==> config.mk <==
export PLATFORM = sky130hd
export DESIGN_NAME = cam_frame_capture
export DESIGN_NICKNAME = d
export VERILOG_FILES = /design/src/rtl/cam_pkg.sv /design/src/rtl/cam_luma.sv /design/src/rtl/cam_frame_capture.sv
export SDC_FILE = /design/constraint.sdc
export NUM_CORES = 1
export LEC_CHECK = 0
export CORE_MARGIN = 2
export CORE_UTILIZATION = 45
export CTS_CLUSTER_DIAMETER = 200
export DETAILED_ROUTE_END_ITERATION = 7
export PLACE_DENSITY_LB_ADDON = 0.08
export SYNTH_ARGS = -nofsm -noshare
export SYNTH_HDL_FRONTEND = slang
export SYNTH_SLANG_ARGS = --single-unit
export TNS_END_PERCENT = 5
==> constraint.sdc <==
create_clock -name Clk -period 7.24 [get_ports Clk]
set_clock_uncertainty 0.2 [all_clocks]
set_input_delay 1.448 -clock Clk [delete_from_list [all_inputs] [get_ports Clk]]
set_output_delay 1.448 -clock Clk [all_outputs]
set_load 0.005 [all_outputs]
==> src/rtl/cam_pkg.sv <==
// rtl/cam_pkg.sv - shared types, constants and luma helper for the camera capture engine
//
// Contents:
//   cam_state_t  : capture FSM states
//   LUMA_*       : BT.601-style fixed-point luma weights (sum to 256)
//   DEF_*        : default frame geometry
//   rgb565_luma  : RGB565 -> 8-bit luma

package cam_pkg;

  typedef enum logic [1:0] {
    IDLE    = 2'd0,
    WAIT_VS = 2'd1,
    ACTIVE  = 2'd2,
    DONE    = 2'd3
  } cam_state_t;

  localparam int unsigned LUMA_R = 77;
  localparam int unsigned LUMA_G = 150;
  localparam int unsigned LUMA_B = 29;

  localparam int unsigned DEF_H_ACTIVE = 640;
  localparam int unsigned DEF_V_ACTIVE = 480;

  // Channels are widened to 8 bits by replicating their MSBs so that full
  // scale maps to 255; the weights sum to 256, so the sum fits in 16 bits.
  function automatic logic [7:0] rgb565_luma(input logic [15:0] px);
    logic [7:0]  r8;
    logic [7:0]  g8;
    logic [7:0]  b8;
    logic [15:0] sum;
    r8  = {px[15:11], px[15:13]};
    g8  = {px[10:5], px[10:9]};
    b8  = {px[4:0], px[4:2]};
    sum = 16'(LUMA_R * r8 + LUMA_G * g8 + LUMA_B * b8);
    return sum[15:8];
  endfunction

endpackage

==> src/rtl/cam_luma.sv <==
// rtl/cam_luma.sv - one-stage registered RGB565 to luma conversion with output reduction
//
// Ports:
//   clk, rst   : clock, asynchronous active-high reset
//   in_valid   : pixel strobe
//   pixel      : RGB565 pixel
//   mode       : 0 grayscale (luma MSBs), 1 threshold (all bits = luma >= threshold)
//   threshold  : luma threshold for mode 1
//   out_valid  : registered strobe, one cycle after in_valid
//   out_data   : registered OUT_W-bit pixel value

module cam_luma
  import cam_pkg::*;
#(
  parameter int unsigned OUT_W = 1
) (
  input  logic             clk,
  input  logic             rst,
  input  logic             in_valid,
  input  logic [15:0]      pixel,
  input  logic             mode,
  input  logic [7:0]       threshold,
  output logic             out_valid,
  output logic [OUT_W-1:0] out_data
);

  logic [7:0]       y;
  logic [OUT_W-1:0] reduced;

  always_comb begin
    y       = rgb565_luma(pixel);
    reduced = mode ? {OUT_W{y >= threshold}} : y[7 -: OUT_W];
  end

  always_ff @(posedge clk or posedge rst) begin
    if (rst) begin
      out_valid <= 1'b0;
      out_data  <= '0;
    end else begin
      out_valid <= in_valid;
      if (in_valid) out_data <= reduced;
    end
  end

endmodule

==> src/rtl/cam_frame_capture.sv <==
// rtl/cam_frame_capture.sv - camera bus capture to linear frame-buffer write stream
//
// Ports:
//   Clk, Reset                    : system clock, asynchronous active-high reset
//   cam_pclk/vsync/href/data      : raw camera pins (asynchronous to Clk)
//   enable, single_shot           : arm level, stop after one frame
//   mode, threshold               : grayscale / threshold selection
//   wr_en, wr_addr, wr_data       : frame-buffer write port, one strobe per pixel
//   frame_done                    : one-cycle pulse per completed frame
//   frame_err                     : geometry error seen in current/last frame
//   busy                          : waiting for a frame or capturing one
//   frame_count                   : completed frames, modulo 256

module cam_frame_capture
  import cam_pkg::*;
#(
  parameter int unsigned H_ACTIVE = DEF_H_ACTIVE,
  parameter int unsigned V_ACTIVE = DEF_V_ACTIVE,
  parameter int unsigned OUT_W    = 1,
  parameter int unsigned ADDR_W   = 19
) (
  input  logic              Clk,
  input  logic              Reset,
  input  logic              cam_pclk,
  input  logic              cam_vsync,
  input  logic              cam_href,
  input  logic [7:0]        cam_data,
  input  logic              enable,
  input  logic              single_shot,
  input  logic              mode,
  input  logic [7:0]        threshold,
  output logic              wr_en,
  output logic [ADDR_W-1:0] wr_addr,
  output logic [OUT_W-1:0]  wr_data,
  output logic              frame_done,
  output logic              frame_err,
  output logic              busy,
  output logic [7:0]        frame_count
);

  // col saturates at H_ACTIVE; line_cnt saturates at V_ACTIVE+1 so an
  // overlong frame never wraps back to a "correct" count.
  localparam int unsigned CW = $clog2(H_ACTIVE + 1);
  localparam int unsigned LW = $clog2(V_ACTIVE + 2);

  cam_state_t state;

  logic [1:0] pclk_sync, vs_sync, href_sync;
  logic [7:0] data_meta, data_s;
  logic       pclk_d, vs_d, href_d;

  logic [7:0]        hi_byte;
  logic              phase;
  logic [CW-1:0]     col;
  logic [LW-1:0]     line_cnt;
  logic [ADDR_W-1:0] line_base;
  logic [ADDR_W-1:0] addr_s1;
  logic              vs_seen;
  logic              end_pending;
  logic              shot_taken;

  logic             luma_valid;
  logic [OUT_W-1:0] luma_data;

  logic          pclk_rise, href_s, vs_s, href_fall, vs_rise;
  logic          capturing, qual, pix_done, in_window, pix_accept;
  logic          frame_start, to_done;
  logic [CW-1:0] col_next;

  always_ff @(posedge Clk or posedge Reset) begin
    if (Reset) begin
      pclk_sync <= '0;
      vs_sync   <= '0;
      href_sync <= '0;
      data_meta <= '0;
      data_s    <= '0;
      pclk_d    <= 1'b0;
      vs_d      <= 1'b0;
      href_d    <= 1'b0;
    end else begin
      pclk_sync <= {pclk_sync[0], cam_pclk};
      vs_sync   <= {vs_sync[0], cam_vsync};
      href_sync <= {href_sync[0], cam_href};
      data_meta <= cam_data;
      data_s    <= data_meta;
      pclk_d    <= pclk_sync[1];
      vs_d      <= vs_sync[1];
      href_d    <= href_sync[1];
    end
  end

  always_comb begin
    href_s      = href_sync[1];
    vs_s        = vs_sync[1];
    pclk_rise   = pclk_sync[1] & ~pclk_d;
    href_fall   = href_d & ~href_s;
    vs_rise     = vs_s & ~vs_d;
    capturing   = (state == ACTIVE);
    qual        = capturing & pclk_rise & href_s;
    pix_done    = qual & phase;
    in_window   = (col < CW'(H_ACTIVE)) && (line_cnt < LW'(V_ACTIVE));
    pix_accept  = pix_done & in_window;
    col_next    = (pix_done && col < CW'(H_ACTIVE)) ? col + CW'(1) : col;
    frame_start = (state == WAIT_VS) & enable & vs_seen & ~vs_s;
    // Hold off DONE until nothing is left in the two-stage write pipeline,
    // so frame_done always follows the frame's last wr_en.
    to_done     = capturing & (vs_rise | end_pending) & ~pix_accept & ~luma_valid;
  end

  // Byte pairing, geometry counters and error tracking.
  always_ff @(posedge Clk or posedge Reset) begin
    if (Reset) begin
      hi_byte   <= '0;
      phase     <= 1'b0;
      col       <= '0;
      line_cnt  <= '0;
      line_base <= '0;
      addr_s1   <= '0;
      frame_err <= 1'b0;
    end else if (frame_start) begin
      phase     <= 1'b0;
      col       <= '0;
      line_cnt  <= '0;
      line_base <= '0;
      frame_err <= 1'b0;
    end else if (capturing) begin
      if (qual) begin
        phase <= ~phase;
        if (!phase) hi_byte <= data_s;
      end
      col <= col_next;
      if (pix_done && !in_window) frame_err <= 1'b1;
      if (pix_accept) addr_s1 <= line_base + ADDR_W'(col);
      // A pixel completing on the same edge as HREF fall has already taken
      // its address above; the line advance below only affects later pixels.
      if (href_fall) begin
        phase     <= 1'b0;
        col       <= '0;
        line_base <= line_base + ADDR_W'(H_ACTIVE);
        if (line_cnt != LW'(V_ACTIVE + 1)) line_cnt <= line_cnt + LW'(1);
        if (col_next < CW'(H_ACTIVE)) frame_err <= 1'b1;
      end
      if (to_done && line_cnt != LW'(V_ACTIVE)) frame_err <= 1'b1;
    end
  end

  cam_luma #(
    .OUT_W(OUT_W)
  ) u_luma (
    .clk      (Clk),
    .rst      (Reset),
    .in_valid (pix_accept),
    .pixel    ({hi_byte, data_s}),
    .mode     (mode),
    .threshold(threshold),
    .out_valid(luma_valid),
    .out_data (luma_data)
  );

  always_ff @(posedge Clk or posedge Reset) begin
    if (Reset) begin
      wr_en   <= 1'b0;
      wr_addr <= '0;
      wr_data <= '0;
    end else begin
      wr_en <= luma_valid;
      if (luma_valid) begin
        wr_addr <= addr_s1;
        wr_data <= luma_data;
      end
    end
  end

  // shot_taken makes a single-shot capture consume the arm: enable must be
  // dropped before another frame is taken.
  always_ff @(posedge Clk or posedge Reset) begin
    if (Reset) begin
      state       <= IDLE;
      vs_seen     <= 1'b0;
      end_pending <= 1'b0;
      shot_taken  <= 1'b0;
      busy        <= 1'b0;
      frame_done  <= 1'b0;
      frame_count <= '0;
    end else begin
      frame_done <= 1'b0;
      if (!enable) shot_taken <= 1'b0;
      case (state)
        IDLE: begin
          if (enable && !shot_taken) begin
            state   <= WAIT_VS;
            busy    <= 1'b1;
            vs_seen <= 1'b0;
          end
        end
        WAIT_VS: begin
          if (!enable) begin
            state <= IDLE;
            busy  <= 1'b0;
          end else if (frame_start) begin
            state       <= ACTIVE;
            end_pending <= 1'b0;
          end else if (vs_s) begin
            vs_seen <= 1'b1;
          end
        end
        ACTIVE: begin
          if (to_done) begin
            state       <= DONE;
            busy        <= 1'b0;
            frame_done  <= 1'b1;
            frame_count <= frame_count + 8'd1;
          end else if (vs_rise) begin
            end_pending <= 1'b1;
          end
        end
        DONE: begin
          if (enable && !single_shot) begin
            state   <= WAIT_VS;
            busy    <= 1'b1;
            vs_seen <= 1'b0;
          end else begin
            state <= IDLE;
            if (single_shot) shot_taken <= 1'b1;
          end
        end
        default: state <= IDLE;
      endcase
    end
  end

endmodule
; ---- Yosys cells after proc, flatten, opt, wreduce, memory -nomap -nowiden
; Index checks and enable logic that the tools add are counted.
[classes]
n_lt_le_gt_ge = 4
mux = 50
n_mul = 3
add_sub_neg = 7
n_reduce_logical = 26
bitwise = 22
eq_ne = 16
[ops]
columns = op, n
row1 = 2-to-1 mux 19 bit, 3
row2 = 2-to-1 mux 10 bit, 4
row3 = 2-to-1 mux 9 bit, 4
row4 = 2-to-1 mux 1 bit, 31
row5 = "multiplier 7 x 8 -> 15 bit, first input constant", 2
row6 = "< comparator 10 bit, second input constant", 2
row7 = adder 19 x 10 -> 19 bit, 1
row8 = "adder 19 x 10 -> 19 bit, second input constant", 1
row9 = "inequality test 2 bit, second input constant", 9
row10 = "inequality test 9 bit, second input constant", 2
row11 = adder 15 x 16 -> 16 bit, 1
row12 = adder 16 x 13 -> 16 bit, 1
row13 = bitwise AND 1 bit, 13
row14 = "multiplier 5 x 8 -> 13 bit, first input constant", 1
row15 = "adder 10 x 1 -> 10 bit, second input constant", 1
row16 = "adder 9 x 1 -> 9 bit, second input constant", 1
row17 = "< comparator 9 bit, second input constant", 1
row18 = AND reduction 3 bit, 3
row19 = "adder 8 x 1 -> 8 bit, second input constant", 1
row20 = greater-or-equal comparator 8 bit, 1
row21 = 2-to-1 mux 2 bit, 4
row22 = inverter 1 bit, 8
row23 = case mux 2 bit (4 select lines), 1
row24 = AND reduction 4 bit, 2
row25 = 16 further kinds, 30
[totals]
reg_bits = 130
word_cells = 155

; ---- Logic depth before layout (Yosys ltp)
[logic_depth]
ltp_word = 13
mapped_depth = 31
ltp_nobuf = 31

; ---- Hierarchy
; Synthesis repeated with hierarchy kept, for this count alone.
[unflattened]
hier_cells = 803
area_unflattened_um2 = 8720.9
[by_module_without_submodules]
columns = module, instances, cells_each, area_each_um2
row1 = cam_frame_capture, 1, 436, 5308.8
row2 = cam_luma, 1, 367, 3412.0

; ---- Worst setup path before layout
; OpenSTA, ideal clock, no wires.
[synth_timing]
path_kind = reg2reg
startpoint = reg hi_byte[1]
endpoint = reg u_luma.out_data
period_less_slack_ns = 6.998
arrival_time_ns = 6.657
slack_ns = 0.242
setup_ns = 0.141
path_stages_with_launch = 28
required_time_ns = 6.899
cell_sequence = dfrtp_1 -> ha_1 -> ha_1 -> inv_1 -> fa_1 -> fa_1 -> inv_1 -> ha_1 -> xnor2_1 -> fa_1 -> fa_1 -> inv_1 -> fa_1 -> fa_1 -> inv_1 -> ha_1 -> a21oi_1 -> o21ai_0 -> inv_1 -> a21boi_0 -> o21a_1 -> nor2_1 -> ha_1 -> a21oi_1 -> o21ai_0 -> a211oi_1 -> o211a_1 -> a221oi_1
[synth_via]
elab_chain_len = 5
[synth_lines]
columns = element, line_no
row1 = "start, declared", cam_frame_capture.sv:52  ; logic [7:0] hi_byte;
row2 = "start signal, assigned", cam_frame_capture.sv:129  ; if (!phase) hi_byte <= data_s;
row3 = multiplier 7 x 8 -> 15 bit (*), cam_pkg.sv:35  ; sum = 16'(LUMA_R * r8 + LUMA_G * g8 + LUMA_B * b8);
row4 = adder 15 x 16 -> 16 bit (*), cam_pkg.sv:35
row5 = adder 16 x 13 -> 16 bit (*), cam_pkg.sv:35
row6 = greater-or-equal comparator 8 bit, cam_luma.sv:32  ; reduced = mode ? {OUT_W{y >= threshold}} : y[7 -: OUT_W];
row7 = 2-to-1 mux 1 bit (*), cam_luma.sv:32
row8 = "end signal, assigned", cam_luma.sv:41  ; if (in_valid) out_data <= reduced;
row9 = "end, declared", cam_luma.sv:24  ; output logic [OUT_W-1:0] out_data
; Every way passes the cells marked *; elsewhere a longest branch is shown, timed or not.
; A chain may end at the register's enable or synchronous reset.

; ---- Final worst setup path
[layout_timing]
startpoint = reg data_s[7]
endpoint = reg u_luma.out_data
[layout_via]
elab_chain_len = 5
[layout_lines]
columns = element, line_no
row1 = "start, declared", cam_frame_capture.sv:49  ; logic [7:0] data_meta, data_s;
row2 = "start signal, assigned", cam_frame_capture.sv:85  ; data_s <= data_meta;
row3 = multiplier 7 x 8 -> 15 bit (*), cam_pkg.sv:35
row4 = adder 15 x 16 -> 16 bit (*), cam_pkg.sv:35
row5 = adder 16 x 13 -> 16 bit (*), cam_pkg.sv:35
row6 = greater-or-equal comparator 8 bit, cam_luma.sv:32
row7 = 2-to-1 mux 1 bit (*), cam_luma.sv:32
; Marked as above.

==> impl_metrics.tcl <==
set metrics [dict create \
    status "finished, final reports clean" \
    final_common_cell "dfrtp_1" \
    finalSetupTns_ns 0 \
    post-route-period-util 0.9630 \
    syn_area_sq_um 8386 \
    synth_top_cell_by_area "dfrtp_1" \
    dieWidth_um 140.5 \
    firstDrtPassIters 4 \
    ant_nets 0 \
    tritoncts "done" \
    crit_type "reg -> reg" \
    synthXorXnorAreaFrac 0.05013 \
    synthFlopType "dfrtp_1" \
    overflow 0 \
    synth_fa_ha_area_frac 0.2880 \
    htree_levels 4 \
    ys_ff_latch 123 \
    ys_warn_count 0 \
    multi_input_area_sq_um 4860 \
    cp-start-kind "flop" \
    num_vias 5827 \
    worst_slew_pin_slew_ns 0.9035 \
    fill_cells 1607 \
    crit_slowest_cell "fa_1" \
    synthCells 812 \
    drt-initial-drc-count 241 \
    drc 0 \
    fmax_ghz 0.1434 \
    seqCellArea_sq_um 3078 \
    diodes 0 \
    final_cell_area_sq_um 9957 \
    die_area_sq_um 19740 \
    avgSynthCellArea_sq_um 10.33 \
    hold_buffers 0 \
    finalHoldViolations 0 \
    drive_gt1_frac 0.1012 \
    nNetsFinal 1070 \
    holdWs_ns 0.1476 \
    grt_use_total 0.1888 \
    cts_root_buf "clkbuf_16" \
    mostFrequentLayoutCells "123 x dfrtp_1, 122 x inv_1, 101 x ha_1" \
    dp_worst_setup_slack_ns -0.07146 \
    yosysUniqueCellTypes 52 \
    synthMuxAreaShare 0.03089 \
    ys_seq_area_frac 0.3671 \
    placed_cell_area_sq_um 9258 \
    crit_path_end_kind "flop" \
    drt-total-wl_um 17290 \
    synthArstFlopShare 1.000 \
    row_count 49 \
    crit_top_cell "fa_1" \
    grt_pass1_wl_um 29760 \
    setup_viol 0 \
    fin_crit_ns 6.972 \
    critical_path_required_ns 7.33 \
    die_h_um 140.5 \
    pin_count 56 \
    arrival_ns 7.06 \
    avgRoutedWirePerCell_um 15.33 \
    clock_latency_ns 0.42 \
    setup_ws_ns 0.2677 \
    worstPathMaxFanout 4 \
    cts.sink_count 123 \
    crit_family "adder cells" \
    routabilityCongestion 0.8157 \
    hold_path.class "reg -> reg" \
    grt_pass1_vias 6170 \
    synth_enable_flop_cells 0 \
    core_sq_um 18150 \
    clk_pin_slew_ns 0.06 \
    syn_nets 996 \
    netlist.area_leader.share 0.3671 \
    start_util 0.4621 \
    numCtsBuffers 17 \
    synth_compound_area_frac 0.08714 \
    syn2layout_area_growth_pct 18.74 \
    synth_top_family_by_area "adder cells" \
    cts_buffer_depth 2 \
    antenna_found_initial 0 \
    crit_buf_inv 5 \
    io_buffers 55 \
    dp_hpwl_um 13300 \
    grt_max_degree 71 \
    slew_violations 0 \
    detail_route.vias_per_cell 5.166 \
    maxCapViolations 0 \
    synth.area.top_cells "dfrtp_1 37%, ha_1 16%, fa_1 13%" \
    cp_slowest_stage_delay_ns 0.55 \
    synth-simple-area-share 0.1135 \
    slew-limit-headroom 0.3976 \
]
==> state kept, by name, summed over array words and instances (netlist names), 2 cells and up <==
register,flops
addr_s1,19
col,10
data_meta,8
data_s,8
frame_count,8
hi_byte,8
href_sync,2
line_base,12
line_cnt,9
pclk_sync,2
state,2
vs_sync,2
wr_addr,19
==> cell usage after synthesis, drive strengths merged, types with 3 or more instances <==
master / count
or2: 3
nand2b: 4
nor2b: 7
or4: 3
ha: 105
clkbuf: 11
mux2: 23
o21a: 9
buf: 4
inv: 124
nand4: 12
nand3b: 4
xnor2: 28
nand3: 12
nor2: 51
dfrtp: 123
or3: 7
nor4: 3
o211ai: 5
a31oi: 7
nand2: 78
a21oi: 27
and3: 7
o21ai: 45
a21boi: 3
nor3: 4
fa: 55
xor2: 20
a21o: 5
==> worst reg2reg max path: stages, from the launching register on <==
cell and delay [ns]:
dfrtp_1 0.38, ha_1 0.29, ha_1 0.27, inv_1 0.05, fa_1 0.50, fa_1 0.52
inv_1 0.06, ha_4 0.26, xnor2_2 0.18, fa_1 0.46, fa_1 0.52, inv_1 0.05
fa_1 0.47, fa_1 0.55, inv_1 0.04, ha_1 0.31, nand4_1 0.15, a21oi_2 0.16
nand2_1 0.09, a21boi_2 0.17, o21a_1 0.17, buf_4 0.11, nor2_1 0.04, xnor2_1 0.12
ha_1 0.27, a211oi_1 0.24, o211a_1 0.17, a221oi_2 0.05
==> path summary, 6_finish.rpt <==
check | slack (ns) | end | cells past startpoint | start
min in group asynchronous | 1.30 | data_meta[6] | 2 | Reset
worst max-delay path | 0.27 | u_luma.out_data | 27 | data_s[7]
worst max register to register | 0.27 | u_luma.out_data | 27 | data_s[7]
max in group asynchronous | 4.15 | addr_s1[15] | 3 | Reset
worst min-delay path | 0.15 | pclk_sync[1] | 0 | pclk_sync[0]
worst min register to register | 0.15 | pclk_sync[1] | 0 | pclk_sync[0]
==> timing repair <==
action                                  4_1_cts  5_1_grt
endpoints found under the setup margin        1        1
endpoints found under the hold margin         0        0
resized for setup                             2       16
pin swaps                                     0       10
setup buffers                                 0        2
==> cell type report <==
cell class                      instances  area share
Tap cell                              229     0.02878
Clock inverter                         14     0.01634
Timing Repair Buffer                   70     0.06660
Clock buffer                           18     0.04411
Sequential cell                       123      0.3091
Multi-Input combinational cell        550      0.4881
Inverter                              124     0.04700
==> metrics by stage <==
step | utilization | std cells
4_1_cts | 0.5435 | 1126
2_1_floorplan | - | 812
5_1_grt | 0.5487 | 1128
3_3_place_gp | 0.5101 | 1094
3_5_place_dp | 0.5101 | 1094
6_report | 0.5487 | 1128
==> metal layers <==
layer | vias up | share of wire | GRT usage | wire, um
met5 | - | 0 | 0 | 0
met4 | 0 | 0.020 | 0.05474 | 341
met3 | 24 | 0.028 | 0.03897 | 481
met2 | 64 | 0.52 | 0.3367 | 9017
met1 | 2900 | 0.43 | 0.2323 | 7449
li1 | 2839 | - | - | -
==> kinds of logic (layout without fill, tap and decap cells) <==
group           count (synthesis)  after routing
simple gates                  200            200
xor+xnor                       48             48
mux                            23             23
buf+inv                       139            226
flops                         123            123
fa+ha+maj                     160            160
compound gates                119            119
Power is left out: the tool's default activity adds up to more than one toggle a clock period on the data nets, which glitch-free logic cannot reach.
